$ cat config.mk
export PLATFORM = sky130hd
export DESIGN_NAME = seven_seg_scan_driver
export DESIGN_NICKNAME = d
export VERILOG_FILES = /design/src/rtl/seg7_pkg.sv /design/src/rtl/seg7_hex_decode.sv /design/src/rtl/seven_seg_scan_driver.sv
export SDC_FILE = /design/constraint.sdc
export NUM_CORES = 1
export LEC_CHECK = 0
export BUFFER_PORTS_ARGS = -buffer_cell sky130_fd_sc_hd__buf_2
export CAP_MARGIN = 15
export CORE_ASPECT_RATIO = 1.5
export CORE_MARGIN = 1
export CORE_UTILIZATION = 59
export CTS_CLUSTER_DIAMETER = 120
export DETAILED_ROUTE_END_ITERATION = 6
export PLACE_DENSITY = 0.81
export SLEW_MARGIN = 20
export SYNTH_ARGS = -nofsm -noshare
export SYNTH_HDL_FRONTEND = slang
export SYNTH_SLANG_ARGS = --single-unit
$ cat constraint.sdc
create_clock -name clk -period 3.5 [get_ports clk]
set_input_delay 0.35 -clock clk [delete_from_list [all_inputs] [get_ports clk]]
set_output_delay 0.35 -clock clk [all_outputs]
set_load 0.02 [all_outputs]
$ cat src/rtl/seg7_pkg.sv
// Segment bit positions and the hex glyph table shared by the seven-segment
// scan driver and its decoder.
package seg7_pkg;

  localparam int SEG_WIDTH = 7;

  localparam int SEG_A = 0;
  localparam int SEG_B = 1;
  localparam int SEG_C = 2;
  localparam int SEG_D = 3;
  localparam int SEG_E = 4;
  localparam int SEG_F = 5;
  localparam int SEG_G = 6;

  localparam logic [SEG_WIDTH-1:0] SA = SEG_WIDTH'(1 << SEG_A);
  localparam logic [SEG_WIDTH-1:0] SB = SEG_WIDTH'(1 << SEG_B);
  localparam logic [SEG_WIDTH-1:0] SC = SEG_WIDTH'(1 << SEG_C);
  localparam logic [SEG_WIDTH-1:0] SD = SEG_WIDTH'(1 << SEG_D);
  localparam logic [SEG_WIDTH-1:0] SE = SEG_WIDTH'(1 << SEG_E);
  localparam logic [SEG_WIDTH-1:0] SF = SEG_WIDTH'(1 << SEG_F);
  localparam logic [SEG_WIDTH-1:0] SG = SEG_WIDTH'(1 << SEG_G);

  // Entry 15 (F) is listed first so that HEX_FONT[d] yields the glyph for d.
  localparam logic [15:0][SEG_WIDTH-1:0] HEX_FONT = {
    SA | SE | SF | SG,                  // F
    SA | SD | SE | SF | SG,             // E
    SB | SC | SD | SE | SG,             // d
    SA | SD | SE | SF,                  // C
    SC | SD | SE | SF | SG,             // b
    SA | SB | SC | SE | SF | SG,        // A
    SA | SB | SC | SD | SF | SG,        // 9
    SA | SB | SC | SD | SE | SF | SG,   // 8
    SA | SB | SC,                       // 7
    SA | SC | SD | SE | SF | SG,        // 6
    SA | SC | SD | SF | SG,             // 5
    SB | SC | SF | SG,                  // 4
    SA | SB | SC | SD | SG,             // 3
    SA | SB | SD | SE | SG,             // 2
    SB | SC,                            // 1
    SA | SB | SC | SD | SE | SF         // 0
  };

endpackage

$ cat src/rtl/seg7_hex_decode.sv
// Combinational hex-digit to seven-segment decoder, active-high segments.
module seg7_hex_decode
  import seg7_pkg::*;
(
  input  logic [3:0]           digit,
  output logic [SEG_WIDTH-1:0] segments
);

  assign segments = HEX_FONT[digit];

endmodule

$ cat src/rtl/seven_seg_scan_driver.sv
// Multiplexed seven-segment scanner with frame-synchronous double-buffered
// display data and optional leading-zero blanking.
module seven_seg_scan_driver
  import seg7_pkg::*;
#(
  parameter int NUM_DIGITS  = 4,
  parameter int REFRESH_DIV = 1000,
  parameter bit ACTIVE_LOW  = 1'b0
) (
  input  logic                    clk,
  input  logic                    rst_n,
  input  logic                    enable,
  input  logic                    load,
  input  logic [4*NUM_DIGITS-1:0] value,
  input  logic [NUM_DIGITS-1:0]   dp_in,
  input  logic                    blank_lz,
  output logic [SEG_WIDTH-1:0]    seg,
  output logic                    dp,
  output logic [NUM_DIGITS-1:0]   digit_sel,
  output logic                    frame_done
);

  localparam int PW = $clog2(REFRESH_DIV);
  localparam int IW = (NUM_DIGITS > 1) ? $clog2(NUM_DIGITS) : 1;
  localparam logic [PW-1:0] PRESC_MAX = PW'(REFRESH_DIV - 1);
  localparam logic [IW-1:0] IDX_MAX   = IW'(NUM_DIGITS - 1);

  logic [PW-1:0]           presc;
  logic [IW-1:0]           idx;
  logic                    tick;
  logic                    wrap;
  logic                    apply_now;

  logic [4*NUM_DIGITS-1:0] disp_value;
  logic [NUM_DIGITS-1:0]   disp_dp;
  logic                    disp_blank;
  logic [4*NUM_DIGITS-1:0] pend_value;
  logic [NUM_DIGITS-1:0]   pend_dp;
  logic                    pend_blank;
  logic                    pend_valid;

  logic [3:0]              cur_digit;
  logic                    cur_dp;
  logic                    cur_blank;
  logic [IW-1:0]           msd_idx;
  logic [NUM_DIGITS-1:0]   sel_next;
  logic [SEG_WIDTH-1:0]    glyph;

  logic [SEG_WIDTH-1:0]    seg_q;
  logic                    dp_q;
  logic [NUM_DIGITS-1:0]   sel_q;

  assign tick       = enable && (presc == PRESC_MAX);
  assign wrap       = tick && (idx == IDX_MAX);
  assign frame_done = wrap;
  // New data may reach the display only between frames or while not scanning.
  assign apply_now  = !enable || wrap;

  always_ff @(posedge clk or negedge rst_n) begin
    if (!rst_n) begin
      presc <= '0;
      idx   <= '0;
    end else if (!enable) begin
      presc <= '0;
      idx   <= '0;
    end else if (tick) begin
      presc <= '0;
      idx   <= wrap ? '0 : idx + 1'b1;
    end else begin
      presc <= presc + 1'b1;
    end
  end

  always_ff @(posedge clk or negedge rst_n) begin
    if (!rst_n) begin
      disp_value <= '0;
      disp_dp    <= '0;
      disp_blank <= 1'b0;
      pend_value <= '0;
      pend_dp    <= '0;
      pend_blank <= 1'b0;
      pend_valid <= 1'b0;
    end else if (load && apply_now) begin
      disp_value <= value;
      disp_dp    <= dp_in;
      disp_blank <= blank_lz;
      pend_valid <= 1'b0;
    end else if (pend_valid && apply_now) begin
      disp_value <= pend_value;
      disp_dp    <= pend_dp;
      disp_blank <= pend_blank;
      pend_valid <= 1'b0;
    end else if (load) begin
      pend_value <= value;
      pend_dp    <= dp_in;
      pend_blank <= blank_lz;
      pend_valid <= 1'b1;
    end
  end

  // msd_idx ends up at the highest nonzero digit, or 0 when all are zero.
  always_comb begin
    cur_digit = '0;
    cur_dp    = 1'b0;
    msd_idx   = '0;
    sel_next  = '0;
    for (int k = 0; k < NUM_DIGITS; k++) begin
      if (idx == IW'(k)) begin
        cur_digit   = disp_value[4*k +: 4];
        cur_dp      = disp_dp[k];
        sel_next[k] = 1'b1;
      end
      if (disp_value[4*k +: 4] != 4'd0) begin
        msd_idx = IW'(k);
      end
    end
    cur_blank = disp_blank && (idx > msd_idx);
  end

  seg7_hex_decode u_decode (
    .digit    (cur_digit),
    .segments (glyph)
  );

  always_ff @(posedge clk or negedge rst_n) begin
    if (!rst_n) begin
      seg_q <= '0;
      dp_q  <= 1'b0;
      sel_q <= '0;
    end else if (!enable) begin
      seg_q <= '0;
      dp_q  <= 1'b0;
      sel_q <= '0;
    end else begin
      seg_q <= cur_blank ? '0 : glyph;
      dp_q  <= cur_dp;
      sel_q <= sel_next;
    end
  end

  assign seg       = seg_q ^ {SEG_WIDTH{ACTIVE_LOW}};
  assign dp        = dp_q ^ ACTIVE_LOW;
  assign digit_sel = sel_q ^ {NUM_DIGITS{ACTIVE_LOW}};

endmodule

==> impl_metrics.tcl <==
set metrics [dict create \
    yosysSeqAreaShare 0.491 \
    pwr_density_cell_nw_per_um2 522 \
    status "completed" \
    clockRootBuffer "clkbuf_8" \
    p_seq_frac 0.468 \
    fin_nets 378 \
    vias_per_cell 5.56 \
    hold_start "value[13]" \
    setup_slack_ns 0.906 \
    cts_tree "built" \
    p_comb_frac 0.173 \
    period_needed_ns 2.59 \
    final-hold-violation-count 0 \
    syn-num-nets 341 \
    diodes 0 \
    cts.path.max_buffers 2 \
    slew_violations 0 \
    wire_per_inst_um 15.3 \
    cts.sinks 67 \
    timing.rr.start "idx[1]" \
    grt_overflow 0 \
    ys_seq_elements 67 \
    register_area_um2 1680 \
    hpwl_um 4460 \
    grt_pass1_wl_um 10800 \
    endpoint_kind "flip-flop" \
    die-area_um2 6100 \
    cp-start-kind "flip-flop" \
    swShare 0.262 \
    yosys-top-cells-area "dfrtp_1, mux2_4, mux2i_1" \
    whs_endpoint "pend_value[13]" \
    drv_cap 0 \
    layout-drive-gt1-share 0.243 \
    intPower_mw 1.47 \
    drc 0 \
    path_clk_slew_ns 0.07 \
    port_buffers 37 \
    skew_ns 0.00767 \
    io_pins 38 \
    synthesis.area_um2 3410 \
    vias 2309 \
    drtAntennaViolNets 0 \
    reg2reg_slack_ns 0.91 \
    synth_edf_count 0 \
    wl_um 6360 \
    holdPathStages 2 \
    fin_cells 415 \
    postCtsSetupBuffers 0 \
    rows 33 \
    avgSynthCellArea_um2 11.3 \
    core_area_um2 5530 \
    synth_most_common_cell "dfrtp_1" \
    drt_iter0_markers 134 \
    rsz0062_at_grt "no" \
    dp.cells 398 \
    yosys_warnings 0 \
    r2r_cells 8 \
    syn_to_final_growth_pct 12.1 \
    arrival_ns 2.85 \
    switchingPower_uw 523 \
    tightest_slew_ns 0.758 \
    min_period_over_period 0.741 \
    drt_pass1_iterations 4 \
    hp-class "primary input to flip-flop" \
    multi_input_area_um2 1590 \
    clock_latency_ns 0.33 \
    synth_cell_types 45 \
    finalSetupViolCount 0 \
    async_reset_ff_frac 1.00 \
    fmax_ghz 0.386 \
    cts_inserted_buffers 9 \
    post-place-ws_ns 0.944 \
    crit_type "flip-flop to flip-flop" \
    tns_ns 0 \
    worst_r2r_endpoint "seg[0]" \
    p_total_mw 2.00 \
    fillCellCount 419 \
    peakVddDrop_uv 345 \
    leakagePower_nw 1.82 \
    fin_area_um2 3830 \
    antenna_found_initial 0 \
    grtUsageTotal 0.235 \
    postSynthCellCount 303 \
    synth_top_area_cell "dfrtp_1" \
    synth_flop_cell "dfrtp_1" \
    synth_top_area_frac 0.491 \
    die_width_um 64.1 \
    required_ns 3.76 \
    worstPathMaxFanout 13 \
    clock_power_share 0.358 \
    grt_pass1_vias 2315 \
    fp.dieH_um 95.2 \
    synth_commonest_cells "dfrtp_1, nor2_1, a21oi_1, mux2i_1" \
    htree_levels 3 \
    start_util 0.617 \
    gp_congestion 0.900 \
    place_area_um2 3590 \
    max_slew_margin 0.494 \
    grt_max_degree 43 \
]
[metal layers]
layer / up-vias / GRT usage / wire (µm)
met3: 6 / 0.0562 / 272
li1: 1130 / - / -
met4: 0 / 0.0833 / 72
met5: - / 0 / 0
met2: 55 / 0.404 / 3390
met1: 1118 / 0.286 / 2630
[area by class of cell]
class,instances,share of cell area
clock buffer,12,0.0405
clock inverter,4,0.0190
inverter,9,0.00882
multi-input combinational,212,0.414
sequential,67,0.438
tap,70,0.0229
timing repair buffer,41,0.0569
[stage by stage]
stage / util / hold WS, ns
finish: 0.692 / 0.259
CTS: 0.692 / 0.247
floorplan: - / 0.0544
global placement: 0.649 / 0.358
detailed placement: 0.649 / 0.364
global route: 0.692 / 0.244
[cells by family after synthesis]
group                    count (synthesis)  share of synthesized area
AO/OA/AOI/OAI                           55                      0.104
XOR/XNOR                                 7                     0.0180
AND/OR/NAND/NOR                         93                      0.136
buffers and inverters                   24                     0.0447
multiplexers                            44                      0.159
adder cells (fa/ha/maj)                 13                     0.0476
flip-flops                              67                      0.491
[power groups by stage]
stage | logic (mW) | registers [mW] | clock network [mW]
after floorplan | 0.240 | 0.949 | 0
final | 0.346 | 0.935 | 0.716
after detailed placement | 0.344 | 0.947 | 0
after CTS | 0.349 | 0.934 | 0.732
after global placement | 0.333 | 0.943 | 0
after global routing | 0.385 | 0.944 | 0.763
[cell usage in the layout (no fill, tap or decap), types with 9 or more instances in the layout]
master and n:
dfrtp_1 67, ha_1 13, nand2_1 20, mux2_4 20, a21oi_1 29, mux2i_1 23, nor2_1 36, inv_1 9
buf_2 37, clkbuf_8 11
[worst max path at each step]
stage | startpoint | slack, ns | to
5_1_grt | idx[1] | 0.72 | seg[0]
4_1_cts | idx[1] | 0.92 | seg[0]
3_3_place_gp | idx[1] | 1.06 | seg[0]
2_1_floorplan | idx[0] | 1.18 | seg[0]
6_report | idx[1] | 0.91 | seg[0]
3_5_place_dp | idx[1] | 0.94 | seg[0]
[critical path: stages, from the launching register on]
cell      delay, ns
dfrtp_1        0.43
ha_1           0.41
inv_1          0.18
o211ai_1       0.52
inv_1          0.15
ha_1           0.26
or3_1          0.37
o221a_2        0.12
nor2_1         0.08
[what timing repair did]
action                                 in CTS  in global routing
resized for setup                           0                  0
hold buffers                                1                  0
endpoints found under the hold margin       2                  0
[sequential cells by signal, indices dropped and copies added, names as in the netlist]
register    cells
disp_dp         4
pend_dp         4
seg             7
pend_valid      1
disp_blank      1
pend_blank      1
dp              1
digit_sel       4
presc          10
pend_value     16
disp_value     16
idx             2
No activity file was read; power rests on OpenSTA's default activity.
